[src/rtl/divn_fsm.sv]
// Programmable clock divider: a two-state IDLE/RUN FSM with a phase counter, pulse or duty
// output, and reconfiguration that is deferred to the next period boundary while running.
module divn_fsm #(
  parameter int WIDTH       = 8,
  parameter int DIV_DEFAULT = 3
) (
  input  logic             clk,
  input  logic             reset,
  input  logic             en,
  input  logic             load,
  input  logic [WIDTH-1:0] div_n,
  input  logic             mode_in,
  output logic             y,
  output logic             tick,
  output logic [WIDTH-1:0] cnt,
  output logic             active,
  output logic             err
);

  typedef enum logic {
    IDLE = 1'b0,
    RUN  = 1'b1
  } state_t;

  localparam logic [WIDTH-1:0] N_RESET = WIDTH'(DIV_DEFAULT);
  localparam logic [WIDTH-1:0] N_MIN   = WIDTH'(2);
  localparam logic [WIDTH-1:0] ONE     = WIDTH'(1);

  state_t           state_q, state_d;
  logic [WIDTH-1:0] cnt_q, cnt_d;
  logic [WIDTH-1:0] n_act_q, n_act_d;
  logic             mode_act_q, mode_act_d;
  logic [WIDTH-1:0] n_pend_q, n_pend_d;
  logic             mode_pend_q, mode_pend_d;
  logic             pend_q, pend_d;
  logic             err_q, err_d;

  logic             running;
  logic             at_end;
  logic             load_ok;

  assign running = (state_q == RUN);
  // Terminal count is decoded from registers only, so tick never follows an input.
  assign at_end  = running && (cnt_q == n_act_q - ONE);
  assign load_ok = load && (div_n >= N_MIN);

  // NOTE: every variable gets its hold value first so no path leaves it unassigned (no latches).
  always_comb begin
    state_d     = state_q;
    cnt_d       = cnt_q;
    n_act_d     = n_act_q;
    mode_act_d  = mode_act_q;
    n_pend_d    = n_pend_q;
    mode_pend_d = mode_pend_q;
    pend_d      = pend_q;
    err_d       = load && !load_ok;

    unique case (state_q)
      IDLE: begin
        cnt_d = '0;
        if (load_ok) begin
          n_act_d    = div_n;
          mode_act_d = mode_in;
        end
        if (en) state_d = RUN;
      end

      RUN: begin
        if (!en || at_end) begin
          // Period boundary (wrap or abort): a load on this edge beats any pending one.
          cnt_d  = '0;
          pend_d = 1'b0;
          if (load_ok) begin
            n_act_d    = div_n;
            mode_act_d = mode_in;
          end else if (pend_q) begin
            n_act_d    = n_pend_q;
            mode_act_d = mode_pend_q;
          end
          if (!en) state_d = IDLE;
        end else begin
          cnt_d = cnt_q + ONE;
          if (load_ok) begin
            n_pend_d    = div_n;
            mode_pend_d = mode_in;
            pend_d      = 1'b1;
          end
        end
      end

      default: state_d = IDLE;
    endcase
  end

  // NOTE: sequential state uses non-blocking assignments so all registers update together.
  always_ff @(posedge clk or negedge reset) begin
    if (!reset) begin
      state_q     <= IDLE;
      cnt_q       <= '0;
      n_act_q     <= N_RESET;
      mode_act_q  <= 1'b0;
      n_pend_q    <= N_RESET;
      mode_pend_q <= 1'b0;
      pend_q      <= 1'b0;
      err_q       <= 1'b0;
    end else begin
      state_q     <= state_d;
      cnt_q       <= cnt_d;
      n_act_q     <= n_act_d;
      mode_act_q  <= mode_act_d;
      n_pend_q    <= n_pend_d;
      mode_pend_q <= mode_pend_d;
      pend_q      <= pend_d;
      err_q       <= err_d;
    end
  end

  assign tick   = at_end;
  assign y      = mode_act_q ? (running && (cnt_q < (n_act_q >> 1))) : at_end;
  assign cnt    = cnt_q;
  assign active = running;
  assign err    = err_q;

endmodule

[config.mk]
export PLATFORM = sky130hd
export DESIGN_NAME = divn_fsm
export DESIGN_NICKNAME = d
export VERILOG_FILES = /design/src/rtl/divn_fsm.sv
export SDC_FILE = /design/constraint.sdc
export NUM_CORES = 1
export LEC_CHECK = 0
export ABC_CLOCK_PERIOD_IN_PS = 5200
export CAP_MARGIN = 10
export CORE_MARGIN = 1.5
export CORE_UTILIZATION = 58
export DETAILED_ROUTE_END_ITERATION = 10
export GPL_TIMING_DRIVEN = 0
export PLACE_DENSITY = 0.82
export SLEW_MARGIN = 10
export SYNTH_ARGS = -nofsm -noshare
export SYNTH_HDL_FRONTEND = slang
export SYNTH_SLANG_ARGS = --single-unit
[constraint.sdc]
create_clock -name clk -period 5.2 [get_ports clk]
set_clock_uncertainty 0.2 [all_clocks]
set_input_delay 0.78 -clock clk [delete_from_list [all_inputs] [get_ports clk]]
set_output_delay 0.78 -clock clk [all_outputs]
set_load 0.03 [all_outputs]
Word-level counts from Yosys, hierarchy flattened
Index checks and enable logic that the tools add are counted.
{ "op_classes": {"n_addsub": 2, "n_lt_le_gt_ge": 2, "eq_ne": 4, "mux": 18, "bitwise": 2, "reduce_logical": 11} }
{ "op_table": {"columns": ["operator", "n"], "rows": [
  ["$mux W8", 5],
  ["$pmux W8 S2", 2],
  ["$mux W1", 9],
  ["$add A8 B1 Y8 const B", 1],
  ["$eq A8 B8 Y1", 1],
  ["$ge A8 B2 Y1 const B", 1],
  ["$lt A8 B7 Y1", 1],
  ["$sub A8 B1 Y8 const B", 1],
  ["$reduce_and A3 Y1", 2],
  ["$logic_and A1 B1 Y1", 4],
  ["$pmux W1 S2", 2],
  ["$ne A3 B1 Y1 const B", 1],
  ["$logic_not A1 Y1", 2],
  ["$ne A2 B1 Y1 const B", 1],
  ["$ne A2 B2 Y1 const B", 1],
  ["$not A1 Y1", 2],
  ["$reduce_and A2 Y1", 1],
  ["$reduce_bool A2 Y1", 1],
  ["$logic_or A1 B1 Y1", 1]
]} }
{ "word_totals": {"reg_bits": 29, "inputBits": 13, "out_inout_bits": 12, "elab_cells": 47} }

Depth between registers and ports, before layout
Gate-level depths: netlist of the first run.
{ "logic_depth": {"ltp_word": 6, "depth_mapped": 9, "depth_no_buf": 8} }

Worst setup path after synthesis of the first run
No wires, ideal clock.
{ "synth_path": {"path_type": "flip-flop to output port", "from": "register n_act_q[0]", "to": "output port y", "arrival_ns": 2.506, "required_ns": 4.220, "setup_slack_ns": 1.714, "path_stages_with_launch": 7, "path_buffers": 0, "path_cell_list": "dfstp_2 -> inv_1 -> ha_1 -> or4_1 -> a211oi_1 -> o311ai_2 -> o21ai_0"} }
{ "synth_via": {"elab_chain_cells": 4} }
{ "synth_lines": {"columns": ["item", "line", "rtl"], "rows": [
  ["start: declaration", "31", "logic [WIDTH-1:0] n_act_q, n_act_d;"],
  ["start signal: assignment", "109", "n_act_q <= n_act_d;"],
  ["$sub A8 B1 Y8", "44", "assign at_end = running && (cnt_q == n_act_q - ONE);"],
  ["$eq A8 B8 Y1", "44", null],
  ["$logic_and A1 B1 Y1", "44", null],
  ["$mux W1", "119", "assign y = mode_act_q ? (running && (cnt_q < (n_act_q >> 1))) : at_end;"],
  ["end: declaration", "13", "output logic y,"]
]} }
Every way passes these cells.

Final worst setup path of the first run
Ends and elaborated chain as after synthesis.

==> reports/results.txt, run 1 <==
At the pin with the least slew margin, the transition time is 0.756 ns. The run gives 1.02 ns as the final critical-path setup slack. Among all flip-flop cells after synthesis, the most frequent one is dfrtp_1. The final critical path takes up 80.3% of the cycle. The count of buffers inserted at the top-level ports is 24, and the portion of synthesized cell area occupied by the leading cell type is 36.9%. The HPWL reported at the end of detailed placement is 2.61 mm. The path depth of the worst reg2reg path is 8, and the instance count of the mapped netlist is 159. In the synthesized netlist the async set-or-reset flop fraction comes to 100%. In this run the cell area of the synthesized design comes to 0.00170 sq mm. The tools report the count of unique library cells instantiated by Yosys as 37. Traced cell by cell, the critical path runs through inv_1 -> ha_1 -> or4_1 -> a211oi_1 -> o311ai_2 -> o21ai_0 -> clkdlybuf4s50_1.

Dividing total power by cell area gives a power density of 282 mW/mm^2. After Yosys synthesis, XOR and XNOR cells account for 9.08% of the synthesized area. Clock-pin slew was measured on the worst setup and hold paths at 0.10 ns.

The tool flagged a number of max-cap violations equal to 0. The tools report the final number of hold-violating endpoints as 0. The worst setup path is of the reg -> out kind. At the end of the flow, the number of nets in the layout was 211. The net count after synthesis is 180, and the worst slack after detailed placement is 1.42 ns. 25 I/O pins were placed.

The number of hold buffers added after CTS was 0. The final antenna-violating net count is 0, and the largest stage delay on the critical path is 0.70 ns. The arrival time reported for the critical path endpoint was 3.20 ns.

The multiplexer area fraction after synthesis is 13.8%, and the via count of the first global-routing pass is 1,297. In this run the cell area measured after placement is 0.00197 sq mm. Cells fill 73.3% of the core in the end. Setup repair after global routing left no endpoint under its margin.

The H-tree was split into 2 levels. The path class of the tightest hold or removal check is in -> async. After detailed routing, the total wire length is 3.46 mm.

STA puts the critical path data required time at 4.22 ns. The maximum frequency from static timing analysis is 239 MHz, and the critical path depth in cells is 7. The worst pin sits at a relative slew slack of 49.1%.

The number of buffers added for setup after CTS was 0; the die area was 0.00326 sq mm. The area added between synthesis and finish was 19.2%; the number of gates resized after cts was 0. Global routing used 23.5% of the available tracks across all layers.

The leading area contributor after synthesis was dfrtp_1. The number of antenna diodes in the final layout is 0. The tools report the type of destination of the critical path as a primary output. Total power for the finished layout comes to 569 uW.

The tree built by TritonCTS fans out to 29 sinks. The initial antenna violation count was 0; the setup TNS was 0 ns. Once the floorplan was initialized, standard cells occupied 61.5% of the core.

The area share of fa/ha/maj cells after synthesis is 5.90%. The clock passes through at most 2 buffers. Counting flops and latches in the post-synthesis netlist gives 29.

Across the VDD grid, the largest voltage drop is 0.000265 V. Counting both buffers and inverters, the worst setup path holds a total of 2. The final design instance area without fill is 0.00202 sq mm, and the leftover overflow at the end of global routing is 0.

After detailed routing, the number of vias per cell comes to 5.90. After floorplanning, the core was divided into 19 placement rows. The first TritonRoute pass finished after 4 iterations. For this design the static power due to leakage is 0.000929 uW.

The tools report the number of max-slew violations in the final report as 0. The clock period minus worst slack was 4.18 ns; the warning count from the yosys run was 0. Summing the areas of all compound-gate instances in the mapped netlist gives 8.56% of the synthesized area. The run gives 0.33 ns as the insertion delay to the later sink of the worst-skew pair.

TritonCTS built the clock tree. Among all stages on the critical path, the largest delay is contributed by clkdlybuf4s50_1. Routability-driven placement finished with a final weighted congestion of 0.813.

The worst setup path is launched from a flop. Dividing the detail-routed wire length by the instance count gives 15.6 um. Each instance of the synthesized netlist takes up on average 10.7 sq um. Of the cells placed in the final design, the portion with a size suffix greater than 1 is 14.1%. By area the synthesized netlist is led by dfrtp_1 (37%), mux2_2 (6.6%), mux2i_1 (6.5%). The tools report the DRC marker count from the first detailed-route iteration as 45. Of the total synthesized cell area, the portion taken by AND, OR, NAND and NOR gates is 15.4%.

Entering global routing, the biggest net connects 30 pins. The dominant cell by count in the synthesized netlist is dfrtp_1. Largest family of logic cells by synthesized area: simple AND/OR/NAND/NOR gates.

The run gives 0 as the count of unresolved DRC violations after routing. The maximum fanout encountered on the critical timing path came out at 6. The flow ran to the end, and the final reports show no timing, DRC or antenna violations. The first global-routing pass estimated 5.73 mm of wire. The die is 57.1 um tall. For this run, the register share of the synthesized area comes to 43.1%. The die boundary width was 57.1 um. Across all layers, the routed design uses 1,310 vias. The number of clock buffers added by TritonCTS is 5. After synthesis, the most frequently instantiated cells are dfrtp_1 (25), inv_1 (13), mux2i_1 (11).

Yosys mapped a number of flops with a built-in enable equal to 0. The core region is 0.00276 sq mm. The number of setup violations in the final report was 0.

The cell family contributing the most delay on the critical path is buffers and inverters. Root cell of the clock tree: clkbuf_4.
-- routing by layer --
layer | share of wire (%) | vias up | GRT usage [%]
met5 | 0 | - | 0
met4 | 2.7 | 0 | 10.3
met3 | 4.0 | 9 | 7.71
met2 | 47 | 33 | 37.8
met1 | 47 | 638 | 29.1
li1 | - | 630 | -
-- state kept, by name (all words and copies together), names as in the netlist --
register,cells
active,1
cnt,8
err,1
mode_act_q,1
mode_pend_q,1
n_act_q,8
n_pend_q,8
pend_q,1
-- area by class of cell --
class | instances | area (sq um)
tap | 31 | 38.8
fill | 216 | 737
clock buffer | 6 | 41.3
inverter | 13 | 48.8
sequential | 29 | 731
timing repair buffer | 24 | 235
multi-input combinational | 113 | 893
clock inverter | 2 | 10.0
buffer | 4 | 22.5
-- report_power, final --
group          switching (uW)  leakage (uW)  total (uW)  internal [uW]
Combinational            72.5      0.000541         149           76.5
Sequential               28.3      0.000356         289            261
Clock                    80.0     0.0000320         131           51.4
Total                     181      0.000929         569            388
-- per-stage QoR --
step	hold slack (ns)	cells
2_1_floorplan	0.267	159
3_3_place_gp	0.286	214
3_5_place_dp	0.301	214
4_1_cts	0.324	222
5_1_grt	0.307	222
6_report	0.256	222
-- cells in the final DEF, fill, tap and decap left out, types with 3 or more instances in the layout --
master	instances
a21oi_1	3
and3_1	6
clkbuf_1	4
clkbuf_4	5
clkdlybuf4s50_1	23
dfrtp_1	25
dfstp_2	4
ha_1	8
inv_1	13
mux2_2	10
mux2i_1	11
nand2_1	7
nand3_1	6
nor2_1	10
nor4_1	3
o21ai_0	3
o22ai_1	4
xnor2_1	6
xor2_1	9
-- cells by family after synthesis --
kind of cell,count (synthesis)
simple gates,47
flops,29
mux,22
xor+xnor,16
buf+inv,17
fa+ha+maj,8
compound gates,20
-- final timing paths --
kind | slack, ns | to | startpoint
worst max-delay path | 1.02 | y | n_act_q[0]
worst min-delay path | 0.26 | n_act_q[7] | reset
worst max register to register | 2.16 | mode_act_q | n_act_q[0]
worst min register to register | 0.32 | n_pend_q[4] | n_pend_q[4]
max in group asynchronous | 4.12 | n_act_q[3] | reset
min in group clk | 0.32 | n_pend_q[4] | n_pend_q[4]
-- worst reg2reg max path: stages (launching register included) --
cell,delay [ns]
dfstp_2,0.59
inv_1,0.07
ha_1,0.25
or4_1,0.53
a211oi_1,0.30
o311ai_2,0.20
a32oi_1,0.28
buf_6,0.20
mux2_1,0.33
(Power assumes the default switching activity.)
==> run 2: changes to the inputs <==
--- a/config.mk
+++ b/config.mk
@@ -5,13 +5,13 @@
 export SDC_FILE = /design/constraint.sdc
 export NUM_CORES = 1
 export LEC_CHECK = 0
-export ABC_CLOCK_PERIOD_IN_PS = 5200
+export ABC_CLOCK_PERIOD_IN_PS = 4200
 export CAP_MARGIN = 10
 export CORE_MARGIN = 1.5
-export CORE_UTILIZATION = 58
+export CORE_UTILIZATION = 54
 export DETAILED_ROUTE_END_ITERATION = 10
 export GPL_TIMING_DRIVEN = 0
-export PLACE_DENSITY = 0.82
+export PLACE_DENSITY = 0.77
 export SLEW_MARGIN = 10
 export SYNTH_ARGS = -nofsm -noshare
 export SYNTH_HDL_FRONTEND = slang
==> constraint.sdc (replaced) <==
create_clock -name clk -period 4.2 [get_ports clk]
set_clock_uncertainty 0.2 [all_clocks]
set_input_delay 0.63 -clock clk [delete_from_list [all_inputs] [get_ports clk]]
set_output_delay 0.63 -clock clk [all_outputs]
set_load 0.03 [all_outputs]
==> run 2 against run 1 <==
Effect of this change: sequential share of layout area is 0.66 points lower; core utilization shrank 5.3 points; sequential power grew 24%; worst hold slack lost 0.14 ns; largest cell class unchanged.
==> reports/results.txt, run 2 (synthesis results as in run 1) <==
The run finished with clean final reports. The data required time at the worst endpoint was 3.37 ns. Per report_power, the combinational group accounts for 25.0% of the total.

The tools report the via count of the first global-routing pass as 1,351. The clock period minus worst slack is 3.93 ns, and the maximum fanout encountered on the critical timing path is 6. Measured on the finished design, the core utilization comes to 68.0%.

The number of gates resized after CTS was 0. The internal portion of the total power is 514 uW. The longest clock path from root to sink contains 2 buffers.

Detailed routing inserted a total of 1,312 vias. The tools report the count of hold buffers inserted by post-cts repair as 0. Reg2reg setup slack: 1.06 ns.

The final-stage net count was 211. Setup repair after global routing left no endpoint under its margin. STA classifies the critical path endpoint as a primary output. The filler cells instantiated in the layout total 245. Wires add up to 3.53 mm. Count of unresolved DRC violations after routing: 0. The run gives 0.000219 V as the worst IR drop on VDD. The floorplan has 20 rows. The power density normalized to cell area works out to 359 mW/mm^2.

The clock-pin slew on the worst setup and hold paths is 0.10 ns. The path depth of the worst reg2reg path works out to 8. The combined global-route utilization of all metal layers is 23.7%.

For the number of buffers added for setup after CTS, the log shows 0. Die area: 0.00348 sq mm. Type of the setup path with the least slack: reg -> out.

The first global-routing pass estimated 6.08 mm of wire. For the pin with the worst max-slew slack, the measured transition is 0.663 ns. Cells with a size suffix above 1 make up 14.7% of the layout. The root cell of the clock tree was clkbuf_4.

The initial antenna violation count came out at 0. The slowest stage of the critical path belongs to the cell clkdlybuf4s50_1. The insertion delay to the later sink of the worst-skew pair is 0.33 ns, and the part of the power in registers is 48.6%. The standard cell core area came out at 0.00303 sq mm. For this design the top-level I/O count stands at 25.

Net switching is 30.5% of the power. The arrival time reported for the critical path endpoint was 3.10 ns; the post-route worst hold slack was 0.116 ns. From left edge to right edge, the die measures 59.0 um.

Compared with the post-synthesis result, the final layout area differs by 21.4%. The cell that appears most often on the critical path is inv_1. Port buffering added 24 buffers. Entering global routing, the biggest net connects 30 pins. The path class of the tightest hold or removal check is in -> async. The endpoint of the lowest-slack register-to-register path is mode_act_q.

Once the floorplan was initialized, standard cells occupied 56.0% of the core. The logs give 0.832 for the final weighted congestion in routability-driven placement and 4 for the iteration count of the initial detailed-routing pass. The worst pin sits at a relative slew slack of 55.3%.

The tools report the number of max-slew violations in the final report as 0. TritonCTS built the clock tree. The final antenna-violating net count was 0; the number of maximum-capacitance constraint violations was 0. For the setup TNS, the log shows 0 ns.

Traced cell by cell, the critical path runs through inv_1 -> ha_1 -> or4_1 -> a211oi_1 -> o311ai_2 -> inv_1 -> clkdlybuf4s50_1. Summed over all nets, the half-perimeter wirelength after detailed placement is 2.65 mm. The largest stage delay on the critical path was 0.66 ns. The logs give 0 for the total inserted antenna cells and 5 for the number of clock buffers inserted by TritonCTS. The leftover overflow at the end of global routing is 0. In this run, the clock network consumes 26.4% of the power.

The final number of hold-violating endpoints came out at 0. For the DRC marker count from the first detailed-route iteration, the log shows 69. For the H-tree depth, the log shows 2. In the layout the commonest cells are dfrtp_1 (25), clkdlybuf4s50_1 (22), inv_1 (13).

The final routed wire length divided by cell count was 15.0 um; the maximum frequency from static timing analysis was 255 MHz. Setup violations remaining at the end of the flow were counted as 0. Counting every sink on the clock net gives 29.

After layout, the worst path uses 93.5% of the clock period. The worst setup path is launched from a flop. After detailed routing, the number of vias per cell comes to 5.58.

Switching power: 225 uW. The tools report the startpoint of the lowest-slack register-to-register path as n_act_q[0]. The leading cell type in the layout, fill and taps excluded was dfrtp_1. The die is 59.0 um tall. The leakage component of the power came out at 0.000952 uW.
-- run 2: per-stage QoR --
stage	setup slack, ns	instances	instance area [sq um]	power [uW]
after detailed placement	0.517	227	1990	550
after CTS	0.139	235	2060	748
after global placement	0.637	227	1990	534
after floorplan	0.864	159	1700	488
final	0.271	235	2060	739
after global routing	0.129	235	2060	786
-- run 2: routing by layer --
layer	global-route usage, %	up-vias	part of all wire, %
met1	30.4	641	46
met2	38.3	27	48
li1	-	633	-
met4	10.1	0	2.5
met5	0	-	0
met3	5.90	11	2.9
-- run 2: worst max-delay path, delay by kind of cell (launching register included) --
| family | cells | cell delay [ns] |
|---|---|---|
| DFF | 1 | 0.60 |
| AOI/OAI and AO/OA | 2 | 0.52 |
| adders and majority gates | 1 | 0.26 |
| buffers and inverters | 3 | 0.83 |
| and+or+nand+nor | 1 | 0.56 |
-- run 2: power groups by stage --
stage | Clock [uW] | Combinational (uW) | Sequential (uW)
after CTS | 203 | 186 | 359
after floorplan | 0 | 133 | 355
after detailed placement | 0 | 186 | 364
after global placement | 0 | 175 | 360
final | 195 | 184 | 359
after global routing | 215 | 205 | 365
-- run 2: how the worst max path moves through the flow --
stage	endpoint	from	cells after the start
after floorplan	y	n_act_q[0]	6
after global placement	y	n_act_q[0]	7
after detailed placement	y	n_act_q[0]	7
after CTS	y	n_act_q[0]	7
after global routing	tick	n_act_q[0]	7
final	tick	n_act_q[0]	7
-- run 2: cell type report --
class | count | area (sq um) | share of cell area, %
flip-flops and latches | 29 | 731 | 35.5
clock inverters | 1 | 5.00 | 0.243
clock buffers | 7 | 65.1 | 3.16
plain buffers | 4 | 22.5 | 1.09
well taps | 44 | 55.1 | 2.67
inverters | 13 | 48.8 | 2.37
repair buffers | 24 | 238 | 11.6
multi-input cells | 113 | 893 | 43.4
==> run 3: changes to the inputs <==
--- a/config.mk
+++ b/config.mk
@@ -5,13 +5,14 @@
 export SDC_FILE = /design/constraint.sdc
 export NUM_CORES = 1
 export LEC_CHECK = 0
-export ABC_CLOCK_PERIOD_IN_PS = 4200
+export ABC_CLOCK_PERIOD_IN_PS = 3530
 export CAP_MARGIN = 10
 export CORE_MARGIN = 1.5
-export CORE_UTILIZATION = 54
+export CORE_UTILIZATION = 48
 export DETAILED_ROUTE_END_ITERATION = 10
 export GPL_TIMING_DRIVEN = 0
-export PLACE_DENSITY = 0.77
+export PLACE_DENSITY = 0.72
+export SKIP_LAST_GASP = 1
 export SLEW_MARGIN = 10
 export SYNTH_ARGS = -nofsm -noshare
 export SYNTH_HDL_FRONTEND = slang
==> constraint.sdc (replaced) <==
create_clock -name clk -period 3.53 [get_ports clk]
set_clock_uncertainty 0.2 [all_clocks]
set_input_delay 0.5295 -clock clk [delete_from_list [all_inputs] [get_ports clk]]
set_output_delay 0.5295 -clock clk [all_outputs]
set_load 0.03 [all_outputs]
==> run 3 against run 2 <==
Effect of this change: critical path type unchanged; wire length is essentially flat; clock power shrank 3%; final area shrank 1.2%; largest cell class unchanged; non-clock buffer count is the same; setup slack lost 0.12 ns; register-to-register slack lost 0.60 ns; die area grew 12%; largest power group unchanged; first-iteration DRC count shrank 23%; critical endpoint is now y; cell count grew 0.85%; flip-flop and latch count is the same.
==> reports/results.txt, run 3 (synthesis results as in run 1) <==
In this run the remaining antenna-violating nets after routing total 0. For the via count of the first global-routing pass, the log shows 1,343. Of the total power, registers draw 51.4%.

In the layout the commonest cells are dfrtp_1 (25), clkdlybuf4s50_1 (21), inv_1 (13). In the final layout, the multi-input gates occupy 898 sq um. The internal cell power was 571 uW; the power density normalized to cell area was 409 mW/mm^2.

The type of destination of the critical path was a primary output. For the portion of total power attributed to combinational logic, the log shows 26.0%. The I/O pin count was 25; the clock period minus worst slack was 3.38 ns.

The final weighted congestion in routability-driven placement is 0.776, and the actual transition at the worst max-transition pin is 0.679 ns. The number of setup violations in the final report is 0, and the via total after detailed routing is 1,286. The maximum frequency from static timing analysis is 296 MHz, and the standard cell core area is 0.00336 sq mm. For this run, the total global-route usage over all layers was measured as 20.0%. Summed over all nets, the half-perimeter wirelength after detailed placement is 2.67 mm. Area taken by flip-flops and latches: 731 sq um. The CTS sink count was 29.

Global-route wire length before repair: 6.02 mm. Dividing the detail-routed via count by the number of cells gives 5.43. The die boundary width works out to 62.4 um. The worst path meets setup with 0.146 ns of slack.

The maximum fanout encountered on the critical timing path is 6. At the worst endpoint, the required time is 2.80 ns. After the last flow step, the layout net total stands at 211.

The insertion delay to the later sink of the worst-skew pair is 0.33 ns, and the DRC marker count from the first detailed-route iteration is 53. The logs give 0.00199 sq mm for the placed instance area and 5 for the number of clock buffers inserted by TritonCTS. Data on the critical path arrives at its endpoint at 2.65 ns. The clock-pin slew on the worst setup and hold paths is 0.09 ns, and the share of final-layout standard cells stronger than drive strength 1 is 15.7%. The logs give 50.4% for the starting utilization of the core area and 0.46 ns for the reg2reg setup slack.

Summed over all layers, the global routing overflow is 0. The H-tree generated during clock tree synthesis spans 2 levels. Leading cell type in the layout, fill and taps excluded: dfrtp_1. The tightest hold path in the finished design has a slack of 0.0173 ns. The area growth from synthesis to layout is 20.0%.

The fraction of the cycle the final worst path needs works out to 95.9%. Entering global routing, the biggest net connects 30 pins. Total power draw: 832 uW. The tools report the final number of hold-violating endpoints as 0. The total inserted antenna cells came out at 0.

Net switching is 31.4% of the power. Element type at the critical path start: a flop. The number of max-slew violations in the final report was 0; the routed wire length was 3.52 mm. Setup repair after global routing left no endpoint under its margin. For the worst slack after detailed placement, the log shows -0.0785 ns.

The critical path is of the reg -> out type. The finished cells cover 0.00203 sq mm. The count of buffers inserted at the top-level ports works out to 24. In this run the core area contains 21 standard-cell rows. The count of unresolved DRC violations after routing is 0. The tools report the switching power as 261 uW.

For this run, the detailed router's first-pass iteration total came to 4. Summed over all cells, the static leakage comes to 0.000932 uW. For the worst IR drop on VDD, the log shows 0.000222 V. The proportion of power drawn by the clock network was 22.7%; the maximum count of clock buffers along a single path was 2. For the fill cell total of the finished layout, the log shows 305. Headroom to the max-slew limit came out at 54.2%. The die area was 0.00390 sq mm; the number of maximum-capacitance constraint violations was 0. The final routed wire length divided by cell count came out at 14.9 um.

The run finished with clean final reports. TritonCTS built the clock tree. The y dimension of the die was 62.4 um. Post-CTS timing repair inserted 0 buffers for setup. The tree is rooted in a clkbuf_4. The initial antenna violation count was 0. The min-delay analysis places its worst path in the category in -> async.

The tools report the count of hold buffers inserted by post-cts repair as 0.
run 3: through the flow:
| step | setup TNS, ns | util, % | std cells |
|---|---|---|---|
| 4_1_cts | 0 | 60.8 | 237 |
| 3_5_place_dp | -0.0785 | 59.1 | 229 |
| 5_1_grt | 0 | 60.5 | 237 |
| 2_1_floorplan | 0 | - | 159 |
| 6_report | 0 | 60.5 | 237 |
| 3_3_place_gp | 0 | 59.3 | 229 |
run 3: worst max-delay path: stages, from the launching register on:
cell and delay (ns):
dfstp_2 0.59, inv_1 0.07, ha_1 0.25, or4_1 0.56, a211oi_2 0.27, o311ai_2 0.19
o21ai_1 0.18, buf_2 0.21
run 3: final timing paths:
| kind | to | depth (start not counted) | startpoint |
|---|---|---|---|
| worst max-delay path | y | 7 | n_act_q[0] |
| max in group asynchronous | cnt[1] | 1 | reset |
| worst min-delay path | mode_pend_q | 1 | reset |
| worst max register to register | mode_act_q | 8 | n_act_q[0] |
| worst min register to register | n_pend_q[3] | 1 | n_pend_q[3] |
| min in group clk | n_pend_q[3] | 1 | n_pend_q[3] |
run 3: power by group through the flow:
stage | Combinational, uW | Clock, uW | Sequential, uW
6_report | 216 | 189 | 427
5_1_grt | 246 | 213 | 433
2_1_floorplan | 158 | 0 | 422
4_1_cts | 220 | 198 | 427
3_5_place_dp | 218 | 0 | 432
3_3_place_gp | 209 | 0 | 428
run 3: area by class of cell:
type	instances	area share (%)
Timing Repair Buffer	24	11.1
Buffer	4	1.11
Clock inverter	2	0.492
Multi-Input combinational cell	113	44.2
Clock buffer	6	2.03
Inverter	13	2.40
Sequential cell	29	35.9
Tap cell	46	2.83
run 3: what timing repair did:
action	in CTS	in global routing
setup endpoints to repair	2	2
pin swaps	0	0
cloned	0	0
gates resized for setup	8	3
run 3: per-layer routing:
layer  share of wire (%)  vias up  wire length [um]  GRT usage, %
met5                   0        -                 0             0
met1                  43      624              1530          25.1
met2                  51       22              1810          33.3
met3                 3.3        9               116          4.14
li1                    -      631                 -             -
met4                 2.2        0                76          8.89
